`src/rtl/instr_mem_loader_pkg.sv`:
```
// Shared constants and state encoding for the instruction memory loader.
package instr_mem_loader_pkg;

    localparam int unsigned WORD_BYTES = 4;
    localparam int unsigned WORD_W     = 8 * WORD_BYTES;
    localparam int unsigned LANE_W     = $clog2(WORD_BYTES);

    typedef enum logic [1:0] {
        S_LEN  = 2'd0,
        S_DATA = 2'd1,
        S_CSUM = 2'd2,
        S_DONE = 2'd3
    } state_t;

endpackage

```
`src/rtl/instr_mem_loader_if.sv`:
```
// Byte-stream input and instruction-memory write/status bundle of the loader.
interface instr_mem_loader_if;

    logic        i_rx_valid;
    logic [7:0]  i_rx_data;
    logic        o_rx_ready;
    logic        o_we;
    logic [31:0] o_wadr;
    logic [31:0] o_wdata;
    logic        o_busy;
    logic        o_done;
    logic        o_err;
    logic        o_cpu_rst;
    logic [31:0] o_word_cnt;

    modport master (
        output i_rx_valid, i_rx_data,
        input  o_rx_ready, o_we, o_wadr, o_wdata, o_busy, o_done, o_err,
               o_cpu_rst, o_word_cnt
    );

    modport slave (
        input  i_rx_valid, i_rx_data,
        output o_rx_ready, o_we, o_wadr, o_wdata, o_busy, o_done, o_err,
               o_cpu_rst, o_word_cnt
    );

endinterface

```
`src/rtl/instr_mem_loader_assembler.sv`:
```
// le_word_assembler: packs accepted bytes into little-endian 32-bit words.
// o_word_c already includes the byte being accepted, so a word is available
// combinationally in the cycle its last byte transfers.
module le_word_assembler
    import instr_mem_loader_pkg::*;
(
    input  logic              i_clk,
    input  logic              i_rst,
    input  logic              i_en,
    input  logic [7:0]        i_data,
    output logic              o_word_valid_c,
    output logic [WORD_W-1:0] o_word_c
);

    logic [LANE_W-1:0] lane;
    logic [WORD_W-1:0] shreg;

    // Merge the incoming byte into its lane of the partial word.
    always_comb begin
        o_word_c = shreg;
        o_word_c[8*lane +: 8] = i_data;
    end

    assign o_word_valid_c = i_en && (lane == LANE_W'(WORD_BYTES - 1));

    // Lane counter wraps 3->0; partial word clears once a word completes.
    always_ff @(posedge i_clk or posedge i_rst) begin
        if (i_rst) begin
            lane  <= '0;
            shreg <= '0;
        end else if (i_en) begin
            lane  <= lane + LANE_W'(1);
            shreg <= o_word_valid_c ? '0 : o_word_c;
        end
    end

endmodule

```
`src/rtl/instr_mem_loader.sv`:
```
// instr_mem_loader: boot-time writer for the instruction memory.
// Frame: 32-bit LE word count N, then N LE words. Holds the core in reset
// until the frame completes. Optional trailing XOR checksum byte when
// LOADER_CHECKSUM_EN is defined.
module instr_mem_loader
    import instr_mem_loader_pkg::*;
#(
    parameter int unsigned ADDR_W    = 20,
    parameter logic [31:0] BASE_ADDR = 32'h0000_0000,
    parameter int unsigned MAX_WORDS = 1 << (ADDR_W - 2)
) (
    input  logic               i_clk,
    input  logic               i_rst,
    instr_mem_loader_if.slave  bus
);

`ifdef LOADER_CHECKSUM_EN
    localparam state_t S_END = S_CSUM;
`else
    localparam state_t S_END = S_DONE;
`endif

    state_t            state;
    logic [31:0]       n_words;
    logic [31:0]       rcv_cnt;
    logic              take_c;
    logic              asm_en_c;
    logic              word_valid_c;
    logic [WORD_W-1:0] word_c;
    logic              last_word_c;
    logic              enter_done_c;

    assign take_c      = bus.i_rx_valid && bus.o_rx_ready;
    assign asm_en_c    = take_c && ((state == S_LEN) || (state == S_DATA));
    assign last_word_c = (rcv_cnt + 32'd1) == n_words;

    le_word_assembler u_asm (
        .i_clk          (i_clk),
        .i_rst          (i_rst),
        .i_en           (asm_en_c),
        .i_data         (bus.i_rx_data),
        .o_word_valid_c (word_valid_c),
        .o_word_c       (word_c)
    );

`ifdef LOADER_CHECKSUM_EN
    logic [7:0] csum;

    // Running XOR over every length and data byte of the frame.
    always_ff @(posedge i_clk or posedge i_rst) begin
        if (i_rst) begin
            csum <= '0;
        end else if (asm_en_c) begin
            csum <= csum ^ bus.i_rx_data;
        end
    end

    assign enter_done_c = (state == S_CSUM) && take_c;
`else
    assign enter_done_c = word_valid_c &&
                          (((state == S_LEN) && (word_c == '0)) ||
                           ((state == S_DATA) && last_word_c));
`endif

    // Frame FSM with write generation, overflow/checksum errors and status.
    always_ff @(posedge i_clk or posedge i_rst) begin
        if (i_rst) begin
            state          <= S_LEN;
            n_words        <= '0;
            rcv_cnt        <= '0;
            bus.o_we       <= 1'b0;
            bus.o_wadr     <= '0;
            bus.o_wdata    <= '0;
            bus.o_done     <= 1'b0;
            bus.o_err      <= 1'b0;
            bus.o_word_cnt <= '0;
            bus.o_busy     <= 1'b1;
            bus.o_cpu_rst  <= 1'b1;
            bus.o_rx_ready <= 1'b1;
        end else begin
            bus.o_we <= 1'b0;
            case (state)
                S_LEN: begin
                    if (word_valid_c) begin
                        n_words <= word_c;
                        state   <= (word_c == '0) ? S_END : S_DATA;
                    end
                end
                S_DATA: begin
                    if (word_valid_c) begin
                        if (rcv_cnt < 32'(MAX_WORDS)) begin
                            bus.o_we       <= 1'b1;
                            bus.o_wadr     <= BASE_ADDR + {bus.o_word_cnt[29:0], 2'b00};
                            bus.o_wdata    <= word_c;
                            bus.o_word_cnt <= bus.o_word_cnt + 32'd1;
                        end else begin
                            bus.o_err <= 1'b1;
                        end
                        rcv_cnt <= rcv_cnt + 32'd1;
                        if (last_word_c) begin
                            state <= S_END;
                        end
                    end
                end
`ifdef LOADER_CHECKSUM_EN
                S_CSUM: begin
                    if (take_c) begin
                        if (bus.i_rx_data != csum) begin
                            bus.o_err <= 1'b1;
                        end
                        state <= S_DONE;
                    end
                end
`endif
                default: ;
            endcase
            if (enter_done_c) begin
                bus.o_done     <= 1'b1;
                bus.o_busy     <= 1'b0;
                bus.o_cpu_rst  <= 1'b0;
                bus.o_rx_ready <= 1'b0;
            end
        end
    end

endmodule

```
`src/flat_wrapper.sv`:
```
// flat-port wrapper written by rule: the top's interface ports become plain ports
module instr_mem_loader_flat import instr_mem_loader_pkg::*;
#(
    parameter int unsigned ADDR_W    = 20,
    parameter logic [31:0] BASE_ADDR = 32'h0000_0000,
    parameter int unsigned MAX_WORDS = 1 << (ADDR_W - 2)
)
  (i_clk, i_rst, bus_i_rx_valid, bus_i_rx_data, bus_o_rx_ready, bus_o_we, bus_o_wadr, bus_o_wdata, bus_o_busy, bus_o_done, bus_o_err, bus_o_cpu_rst, bus_o_word_cnt);
  instr_mem_loader_if bus_i ();
  input  logic i_clk;
  input  logic i_rst;
  input wire logic [$bits(bus_i.i_rx_valid)-1:0] bus_i_rx_valid;
  input wire logic [$bits(bus_i.i_rx_data)-1:0] bus_i_rx_data;
  output wire logic [$bits(bus_i.o_rx_ready)-1:0] bus_o_rx_ready;
  output wire logic [$bits(bus_i.o_we)-1:0] bus_o_we;
  output wire logic [$bits(bus_i.o_wadr)-1:0] bus_o_wadr;
  output wire logic [$bits(bus_i.o_wdata)-1:0] bus_o_wdata;
  output wire logic [$bits(bus_i.o_busy)-1:0] bus_o_busy;
  output wire logic [$bits(bus_i.o_done)-1:0] bus_o_done;
  output wire logic [$bits(bus_i.o_err)-1:0] bus_o_err;
  output wire logic [$bits(bus_i.o_cpu_rst)-1:0] bus_o_cpu_rst;
  output wire logic [$bits(bus_i.o_word_cnt)-1:0] bus_o_word_cnt;
  assign bus_i.i_rx_valid = bus_i_rx_valid;
  assign bus_i.i_rx_data = bus_i_rx_data;
  assign bus_o_rx_ready = bus_i.o_rx_ready;
  assign bus_o_we = bus_i.o_we;
  assign bus_o_wadr = bus_i.o_wadr;
  assign bus_o_wdata = bus_i.o_wdata;
  assign bus_o_busy = bus_i.o_busy;
  assign bus_o_done = bus_i.o_done;
  assign bus_o_err = bus_i.o_err;
  assign bus_o_cpu_rst = bus_i.o_cpu_rst;
  assign bus_o_word_cnt = bus_i.o_word_cnt;
  instr_mem_loader #(.ADDR_W(ADDR_W), .BASE_ADDR(BASE_ADDR), .MAX_WORDS(MAX_WORDS)) u_core (.i_clk(i_clk), .i_rst(i_rst), .bus(bus_i));
endmodule
```
`config.mk`:
```
export PLATFORM = sky130hd
export DESIGN_NAME = instr_mem_loader_flat
export DESIGN_NICKNAME = d
export VERILOG_FILES = /design/src/rtl/instr_mem_loader_pkg.sv /design/src/rtl/instr_mem_loader_if.sv /design/src/rtl/instr_mem_loader_assembler.sv /design/src/rtl/instr_mem_loader.sv /design/src/flat_wrapper.sv
export SDC_FILE = /design/constraint.sdc
export NUM_CORES = 1
export LEC_CHECK = 0
export CAP_MARGIN = 20
export CELL_PAD_IN_SITES_DETAIL_PLACEMENT = 1
export CELL_PAD_IN_SITES_GLOBAL_PLACEMENT = 1
export CORE_MARGIN = 4
export CORE_UTILIZATION = 45
export CTS_BUF_LIST = sky130_fd_sc_hd__clkbuf_16
export CTS_CLUSTER_SIZE = 8
export DETAILED_ROUTE_END_ITERATION = 16
export PLACE_DENSITY_LB_ADDON = 0.08
export REMOVE_ABC_BUFFERS = 1
export SETUP_SLACK_MARGIN = 0.2
export SYNTH_ARGS = -nofsm -noshare
export SYNTH_HDL_FRONTEND = slang
export SYNTH_SLANG_ARGS = --single-unit
```
`constraint.sdc`:
```
create_clock -name i_clk -period 10.9 [get_ports i_clk]
set_input_delay 1.09 -clock i_clk [delete_from_list [all_inputs] [get_ports i_clk]]
set_output_delay 1.09 -clock i_clk [all_outputs]
set_load 0.03 [all_outputs]
```
# Yosys cells after proc, flatten, opt, wreduce, memory -nomap -nowiden
# Cells that the tools add are included.
[classes]
mux = 10
n_reduce_logical = 16
n_addsub = 4
n_eq_ne = 6
n_bitwise = 1
order_cmp = 1
shifts = 2
[op_table]
columns = ["operator", "count"]
rows = [
  ["32-bit by 1-bit adder with 32-bit output (second input constant)", 2],
  ["5-bit negation with 34-bit output", 1],
  ["8-bit by 34-bit variable shift with 32-bit output (first input constant)", 1],
  ["8-bit by 34-bit indexed part select with 32-bit output", 1],
  ["32-bit bitwise mux", 1],
  ["32-bit equality test", 1],
  ["32-bit logical NOT", 1],
  ["32-bit by 19-bit < comparator with 1-bit output (second input constant)", 1],
  ["32-bit 2-to-1 mux", 1],
  ["2-bit 2-to-1 mux", 4],
  ["1-bit logical AND", 6],
  ["3-bit AND reduction", 2],
  ["2-bit inequality test (second input constant)", 2],
  ["2-bit one-hot mux with 2 select lines", 1],
  ["2-bit AND reduction", 2],
  ["4-bit AND reduction", 1],
  ["1-bit 2-to-1 mux", 3],
  ["2-bit by 1-bit adder with 2-bit output (second input constant)", 1],
  ["2-bit by 1-bit equality test with 1-bit output (second input constant)", 1],
  ["2-bit equality test (second input constant)", 1],
  ["2-bit logical NOT", 1],
  ["1-bit logical OR", 2],
  ["2-bit by 1-bit inequality test with 1-bit output (second input constant)", 1],
  ["2-bit nonzero test", 1],
  ["1-bit inverter", 1],
]
[word_totals]
input_bits = 11
out_inout_bits = 102
wordCells = 52
register_bits = 198

# Depth between registers and ports, before layout
# Gate-level depths: netlist of run 1.
[logic_depth]
depth_word = 7
depth_mapped = 12
ltp_nobuf = 9

# By module
# From an unflattened synthesis of run 1, not the netlist that was laid out.
[hier_totals]
cells_unflattened = 821
area_unflattened_um2 = 9484.1
[modules_own_cells]
columns = ["module", "seq_area_each_um2", "cells_per_inst", "area_per_inst_um2", "instances"]
rows = [
  ["instr_mem_loader", 4105.2, 648, 7684.9, 1],
  ["le_word_assembler", 850.8, 173, 1799.2, 1],
]

# Worst setup path before layout of run 1
# Ideal clock, no wire load.
[synth_timing]
path_kind = "input to register"
start = "input port bus_i_rx_valid"
end = "register u_core.bus.o_word_cnt[31] in the netlist's numbering"
setup_time_ns = 0.080
path_buffers = 2
arrival_time_ns = 2.807
stages = 9
slack_ns = 8.012
t_required_ns = 10.820
cell_sequence = "nand3b_1 > or2_2 > buf_2 > nor4_4 > and4_1 > buf_2 > nand3_2 > nor3_2 > xor2_1"
[synth_between]
elab_chain_len = 4
[synth_lines]
columns = ["item", "line", "source"]
rows = [
  ["start, declared", "flat_wrapper.sv:12", "input wire logic [$bits(bus_i.i_rx_valid)-1:0] bus_i_rx_valid;"],
  ["1-bit logical AND", "instr_mem_loader.sv:33", "assign take_c = bus.i_rx_valid && bus.o_rx_ready;"],
  ["1-bit logical AND", "instr_mem_loader.sv:34", "assign asm_en_c = take_c && ((state == S_LEN) || (state == S_DATA));"],
  ["1-bit logical AND", "instr_mem_loader_assembler.sv:24", "assign o_word_valid_c = i_en && (lane == LANE_W'(WORD_BYTES - 1));"],
  ["3-bit AND reduction (no line)", "n/a", ""],
  ["end signal, assigned", "instr_mem_loader.sv:95", "bus.o_word_cnt <= bus.o_word_cnt + 32'd1;"],
  ["end, declared", "instr_mem_loader_if.sv:25", "o_cpu_rst, o_word_cnt"],
]
# No other way between the ends.
# A chain may end at the register's enable or synchronous reset.

# Worst setup path in the final report of run 1
[layout_timing]
start = "input port bus_i_rx_valid"
end = "register u_core.bus.o_wadr[27]"
[layout_between]
elab_chain_len = 4
[layout_lines]
columns = ["item", "line", "source"]
rows = [
  ["1-bit logical AND", "instr_mem_loader.sv:33", ""],
  ["1-bit logical AND", "instr_mem_loader.sv:34", ""],
  ["1-bit logical AND", "instr_mem_loader_assembler.sv:24", ""],
  ["3-bit AND reduction (no line)", "n/a", ""],
  ["end signal, assigned", "instr_mem_loader.sv:93", "bus.o_wadr <= BASE_ADDR + {bus.o_word_cnt[29:0], 2'b00};"],
  ["end, declared", "instr_mem_loader_if.sv:24", "output o_rx_ready, o_we, o_wadr, o_wdata, o_busy, o_done, o_err,"],
]
# No other way between the ends.

==> reports/results.txt, run 1 <==
status - finished, final reports clean
post-synth design cell area - 9654 um2
Worst EP required - 11.24 ns
critical path's largest stage delay - 0.72 ns
worst r2r src - u_core.u_asm.lane[0]
Slew @ Worst Pin - 0.9800 ns
Synth top area share - 0.5106
antenna violations before repair - 0
Final Hold Viols - 0
WL/cell - 19.96 um
ys async rst share - 1.000
RSZ-0062 raised after global routing - no
Seq pwr share - 0.525
Worst setup SP type - input pin
DRT Pass-1 Iters - 4
sequential-to-total area share from yosys stat - 0.5133
HP Class - reg2reg
Synthesis Warnings - 0
FMAX - 0.2584 GHz
Clock Skew - 0.01711 ns
Distinct cells, synth - 75
top-count cell post-synth - dfrtp_1
top_reg_cell synth - dfrtp_1
worst path bufs/invs - 3
Static Leak - 5.059 nW
Ant. Diodes - 0
clock tree root buffer cell - clkbuf_16
worst ir drop on vdd - 0.00009453 V
FF-to-FF path depth - 9
Final Cell Area - 11450 um2
Post-synth EDFFs - 0
chip width - 154.5 um
All-Layer GR Usage - 0.2258
Slowest cell on crit path - buf_4
flop2flop setup slack - 7.25 ns
initial cell density of the core - 0.4578
largest net degree at the start of global routing - 127
worst hold endpoint - u_core.bus.o_err
routed vias/inst - 5.496
routed vias - 7156
core area - 21090 um2
sw power - 0.3344 mW
CTS resizes - 0
max cap viols - 0
Area Overhead vs Synth - 18.57%
Synth area leaders - dfrtp_1 51%, xnor2_1 6.2%, mux2_2 3.7%
Sw Share - 0.2391
Antenna Nets Post-Route - 0
leading area contributor after synthesis - dfrtp_1
Clock Power Share - 0.456
Syn Inst Count - 934
final period utilization - 0.3550
most common library cells after synthesis - 197 x dfrtp_1, 96 x nand2_1, 70 x a21oi_1, 68 x xnor2_1, 63 x nor2_1
CP dominant cell by count - buf_4
Layout Nets - 1033
Die Y - 154.5 um
Pwr Density - 122.2 nW/um2
post-layout util - 0.5428
Top delay family on crit path - buffers and inverters
Critical Path End Type - register
total negative slack - 0 ns
HPWL after DPL - 18210 um
#FFs+latches synth - 198
clock tree buffer depth - 2
vias in the first global route - 7765
drt initial violations - 369
clk_lat worst skew - 0.45 ns
CP Cell Sequence - clkdlybuf4s50_1 > nand3b_1 > buf_4 > or2_2 > nor2_4 > buf_4 > mux2_2
post-placement cell area - 10840 um2
IO Pins - 113
first-pass GRT wire length - 42990 um
CTS HTree Levels - 4
endpoint of the worst-slack reg-to-reg timing path - u_core.bus.o_rx_ready
hold_sp - u_core.bus.o_err
Power, Total - 1.399 mW
clock slew at reported path FFs - 0.08 ns
WS Path Type - in2reg
# fillers - 2296
row count - 53
Die ar. - 23860 um2
WHS Path Cells - 1
CP arrival - 4.21 ns
IO Port Bufs - 110
Avg Inst Size Synth - 10.34 um2
Pint - 1.064 mW
TritonCTS Buffers - 17
hold_ws - 0.4691 ns
# clock sinks - 198
Slew headroom - 0.3416
postcts setup bufs - 0
DRC Markers - 0
total global routing overflow - 0
cts hold-fix bufs - 0
setup violators final - 0
Max FO, Critical Path - 70
routed wire length - 25990 um
post-layout min period - 3.870 ns
Gate power share - 0.019
Final Max Tran Viols - 0
CTS tree - yes
Placer Congestion - 0.8288
layout cells sized above 1 - 0.1022
[placed cells by master (no fill, tap or decap), types with 5 or more instances in the layout]
master	count
a21oi_1	70
a31oi_1	15
and2_1	11
and3_1	15
buf_4	5
clkbuf_16	17
clkdlybuf4s50_1	110
dfrtp_1	197
ha_1	7
inv_1	9
mux2_2	32
nand2_1	96
nand3_1	35
nand4_1	8
nand4b_1	6
nor2_1	62
nor2b_1	37
nor3_1	11
nor3b_1	6
nor4_1	12
o21ai_0	61
xnor2_1	68
xor2_1	33
[worst max-delay path by stage]
stage	end	start	cells after the start	slack (ns)
finish	u_core.bus.o_wadr[27]	bus_i_rx_valid	7	7.03
global route	u_core.bus.o_wadr[27]	bus_i_rx_valid	7	6.87
CTS	u_core.bus.o_wadr[27]	bus_i_rx_valid	7	7.03
detailed placement	u_core.bus.o_wadr[29]	bus_i_rx_valid	7	6.54
global placement	u_core.bus.o_wadr[28]	bus_i_rx_valid	7	6.63
floorplan	u_core.bus.o_done	i_rst	1	4.41
[routing by layer]
metal,vias to the layer above,part of all wire,GRT usage
met3,36,0.039,0.05232
met5,-,0,0
met1,3596,0.46,0.3003
li1,3403,-,-
met4,0,0.024,0.07864
met2,121,0.48,0.3650
[flip-flops by register name (all words and copies together) (netlist names)]
| name | count |
|---|---|
| u_core.bus.o_word_cnt | 32 |
| u_core.u_asm.shreg | 32 |
| u_core.bus.o_rx_ready | 1 |
| u_core.bus.o_we | 1 |
| u_core.bus.o_wdata | 32 |
| u_core.bus.o_done | 1 |
| u_core.rcv_cnt | 32 |
| u_core.u_asm.lane | 2 |
| u_core.bus.o_err | 1 |
| u_core.bus.o_wadr | 30 |
| u_core.n_words | 32 |
| u_core.state | 2 |
[logic make-up after synthesis]
group,count (synthesis),share of synthesized area
simple gates,342,0.1956
flops,198,0.5133
compound gates,185,0.1137
xor+xnor,101,0.09163
buf+inv,66,0.03693
mux,34,0.03940
fa+ha+maj,7,0.009072
other cells,1,0.0003884
[final cells by class]
cell class / instances / area [um2] / share of cell area
flip-flops and latches: 198 / 4956 / 0.4329
multi-input cells: 671 / 4353 / 0.3803
repair buffers: 116 / 1159 / 0.1012
clock buffers: 17 / 425.4 / 0.03716
well taps: 275 / 344.1 / 0.03006
clock inverters: 14 / 161.4 / 0.01410
inverters: 11 / 48.80 / 0.004263
[power groups by stage]
stage,Combinational (mW),Sequential [mW],Clock [mW]
2_1_floorplan,0.0139,0.749,0
3_3_place_gp,0.0287,0.748,0
3_5_place_dp,0.0285,0.748,0
4_1_cts,0.0285,0.734,0.651
5_1_grt,0.0309,0.734,0.683
6_report,0.0271,0.734,0.638
[stage by stage]
step	cells	worst slack [ns]
after floorplan	880	4.414
after detailed placement	1270	6.544
after global placement	1270	6.632
after CTS	1301	7.026
final	1302	7.030
after global routing	1302	6.867
[worst register-to-register path, cell delays in order, from the launching register on]
cell and delay [ns]:
dfrtp_1 0.52, inv_1 0.17, ha_1 0.64, nor2b_1 0.25, a41oi_1 0.64, nand3_1 0.18
nor4_1 0.39, a21oi_1 0.16, or2b_2 0.35, o31a_1 0.29
No activity file was read; power rests on OpenSTA's default activity.
==> inputs of run 2 (changes only) <==
--- a/config.mk
+++ b/config.mk
@@ -9,7 +9,7 @@
 export CELL_PAD_IN_SITES_DETAIL_PLACEMENT = 1
 export CELL_PAD_IN_SITES_GLOBAL_PLACEMENT = 1
 export CORE_MARGIN = 4
-export CORE_UTILIZATION = 45
+export CORE_UTILIZATION = 40
 export CTS_BUF_LIST = sky130_fd_sc_hd__clkbuf_16
 export CTS_CLUSTER_SIZE = 8
 export DETAILED_ROUTE_END_ITERATION = 16
==> constraint.sdc (replaced) <==
create_clock -name i_clk -period 3.5 [get_ports i_clk]
set_input_delay 0.35 -clock i_clk [delete_from_list [all_inputs] [get_ports i_clk]]
set_output_delay 0.35 -clock i_clk [all_outputs]
set_load 0.03 [all_outputs]
==> run 2 against run 1 <==
Compared with the run above:
- total power rose to 3.1 times the previous value
- sequential power grew to 3.1 times the previous value
- count of clock-buffer cells in the layout unchanged
- highest routed layer unchanged
==> reports/results.txt, run 2 (same netlist as run 1, synthesis figures left out) <==
status - finished, final reports clean
largest net degree at the start of global routing - 89
post-layout min period - 3.087 ns
Die Y - 163.4 um
routed vias/inst - 5.358
post-layout util - 0.4965
max cap viols - 0
clock tree buffer depth - 2
first-pass GRT wire length - 44300 um
DRC Markers - 0
sw power - 1.096 mW
RSZ-0062 raised after global routing - no
worst ir drop on vdd - 0.0003006 V
CTS tree - yes
# clock sinks - 198
IO Pins - 113
highest-count cells in the layout ignoring fill and taps - 196 x dfrtp_1, 110 x clkdlybuf4s50_1, 96 x nand2_1
total negative slack - 0 ns
DRT Pass-1 Iters - 5
Final Max Tran Viols - 0
WS Path Type - reg2reg
CTS HTree Levels - 4
final period utilization - 0.8821
total global routing overflow - 0
multi-input logic area - 4353 um2
All-Layer GR Usage - 0.2102
WL/cell - 19.45 um
Routed met1 length - 12280 um
HPWL after DPL - 19540 um
Sw Share - 0.2508
layout cells sized above 1 - 0.1229
Slew headroom - 0.4821
setup violators final - 0
routed length on met3 - 973 um
routed vias - 7340
Placer Congestion - 0.8493
core area - 23610 um2
worst path bufs/invs - 1
clock tree root buffer cell - clkbuf_16
TritonCTS Buffers - 17
Critical Path End Type - register
drt initial violations - 483
row count - 56
critical path's largest stage delay - 0.50 ns
Seq pwr share - 0.523
most common cell after layout, fill and taps aside - dfrtp_1
Worst EP required - 3.84 ns
Final Hold Viols - 0
CP Cell Sequence - inv_1 > ha_1 > nor2b_1 > and2_1 > o31a_1 > nor4_1 > a21oi_1 > or2b_2 > o31ai_1
# fillers - 2616
vias in the first global route - 7885
clock slew at reported path FFs - 0.08 ns
Top Metal Used - met4
routed length on met2 - 13090 um
HP Class - in2async
initial cell density of the core - 0.4089
Sequential cell area - 4957 um2
Worst setup SP type - register
CP arrival - 3.43 ns
IO Port Bufs - 110
Static Leak - 5.184 nW
Pwr Density - 372.9 nW/um2
Area Overhead vs Synth - 21.42%
cts hold-fix bufs - 0
Pint - 3.275 mW
routed wire length - 26650 um
Top delay family on crit path - simple AND/OR/NAND/NOR gates
Layout Nets - 1056
Gate power share - 0.022
Clock Skew - 0.01633 ns
Slowest cell on crit path - dfrtp_2
chip width - 163.4 um
Clock Power Share - 0.456
Antenna Nets Post-Route - 0
antenna violations before repair - 0
Die ar. - 26680 um2
clk_lat worst skew - 0.45 ns
Slew @ Worst Pin - 0.7664 ns
Max FO, Critical Path - 13
FMAX - 0.3239 GHz
[run 2: cell types whose count changed in the layout (fill, tap and decap cells not counted), sizes merged]
cell,change
buf,+23
clkinvlp,-1
inv,-1
bufinv,-1
clkinv,+3
diode,+1
[run 2: path summary, 6_finish.rpt]
path                                            from               endpoint  slack, ns  cells after the start
worst min register to register      u_core.bus.o_err       u_core.bus.o_err       0.47                      1
max in group asynchronous                      i_rst  u_core.bus.o_rx_ready       2.24                      3
worst max-delay path            u_core.u_asm.lane[0]      u_core.bus.o_done       0.41                      9
worst min-delay path                           i_rst      u_core.rcv_cnt[9]       0.39                      2
worst max register to register  u_core.u_asm.lane[0]      u_core.bus.o_done       0.41                      9
min in group i_clk                  u_core.bus.o_err       u_core.bus.o_err       0.47                      1
[run 2: power groups by stage]
stage	Sequential (mW)	Combinational (mW)	Clock [mW]
3_5_place_dp	2.33	0.0988	0
4_1_cts	2.29	0.0989	2.05
3_3_place_gp	2.33	0.0984	0
5_1_grt	2.29	0.107	2.15
6_report	2.29	0.0947	1.99
2_1_floorplan	2.33	0.0432	0
[run 2: layer usage]
metal	GRT usage	vias up
li1	-	3455
met1	0.2935	3735
met2	0.3425	128
met3	0.04542	22
met4	0.03927	0
met5	0	-
[run 2: worst register-to-register path: stages, from the launching register on]
cell and delay (ns):
dfrtp_2 0.50, inv_1 0.12, ha_1 0.40, nor2b_1 0.23
and2_1 0.28, o31a_1 0.32, nor4_1 0.40, a21oi_1 0.14
or2b_2 0.35, o31ai_1 0.26
[run 2: per-stage QoR]
step	total power [mW]	hold WS (ns)	setup slack [ns]	instances	cell area, um2
6_report	4.372	0.3880	0.4127	1370	11720
3_3_place_gp	2.429	0.4539	0.4408	1337	11090
3_5_place_dp	2.430	0.4601	0.3473	1337	11090
4_1_cts	4.433	0.4301	0.3035	1368	11700
2_1_floorplan	2.375	0.4422	-2.616	880	9343
5_1_grt	4.545	0.4245	0.2229	1369	11720
[run 2: timing repair]
action | in CTS | in global routing
setup endpoints to repair | 0 | 3
gates resized for setup | 0 | 1
setup buffers | 0 | 0
[run 2: final cells by class]
type                    instances  share of cell area
clock buffers                  17             0.03629
repair buffers                139              0.1157
multi-input cells             671              0.3713
flip-flops and latches        198              0.4229
clock inverters                14             0.01537
diodes                          1           0.0002135
inverters                      11            0.004163
well taps                     319             0.03405
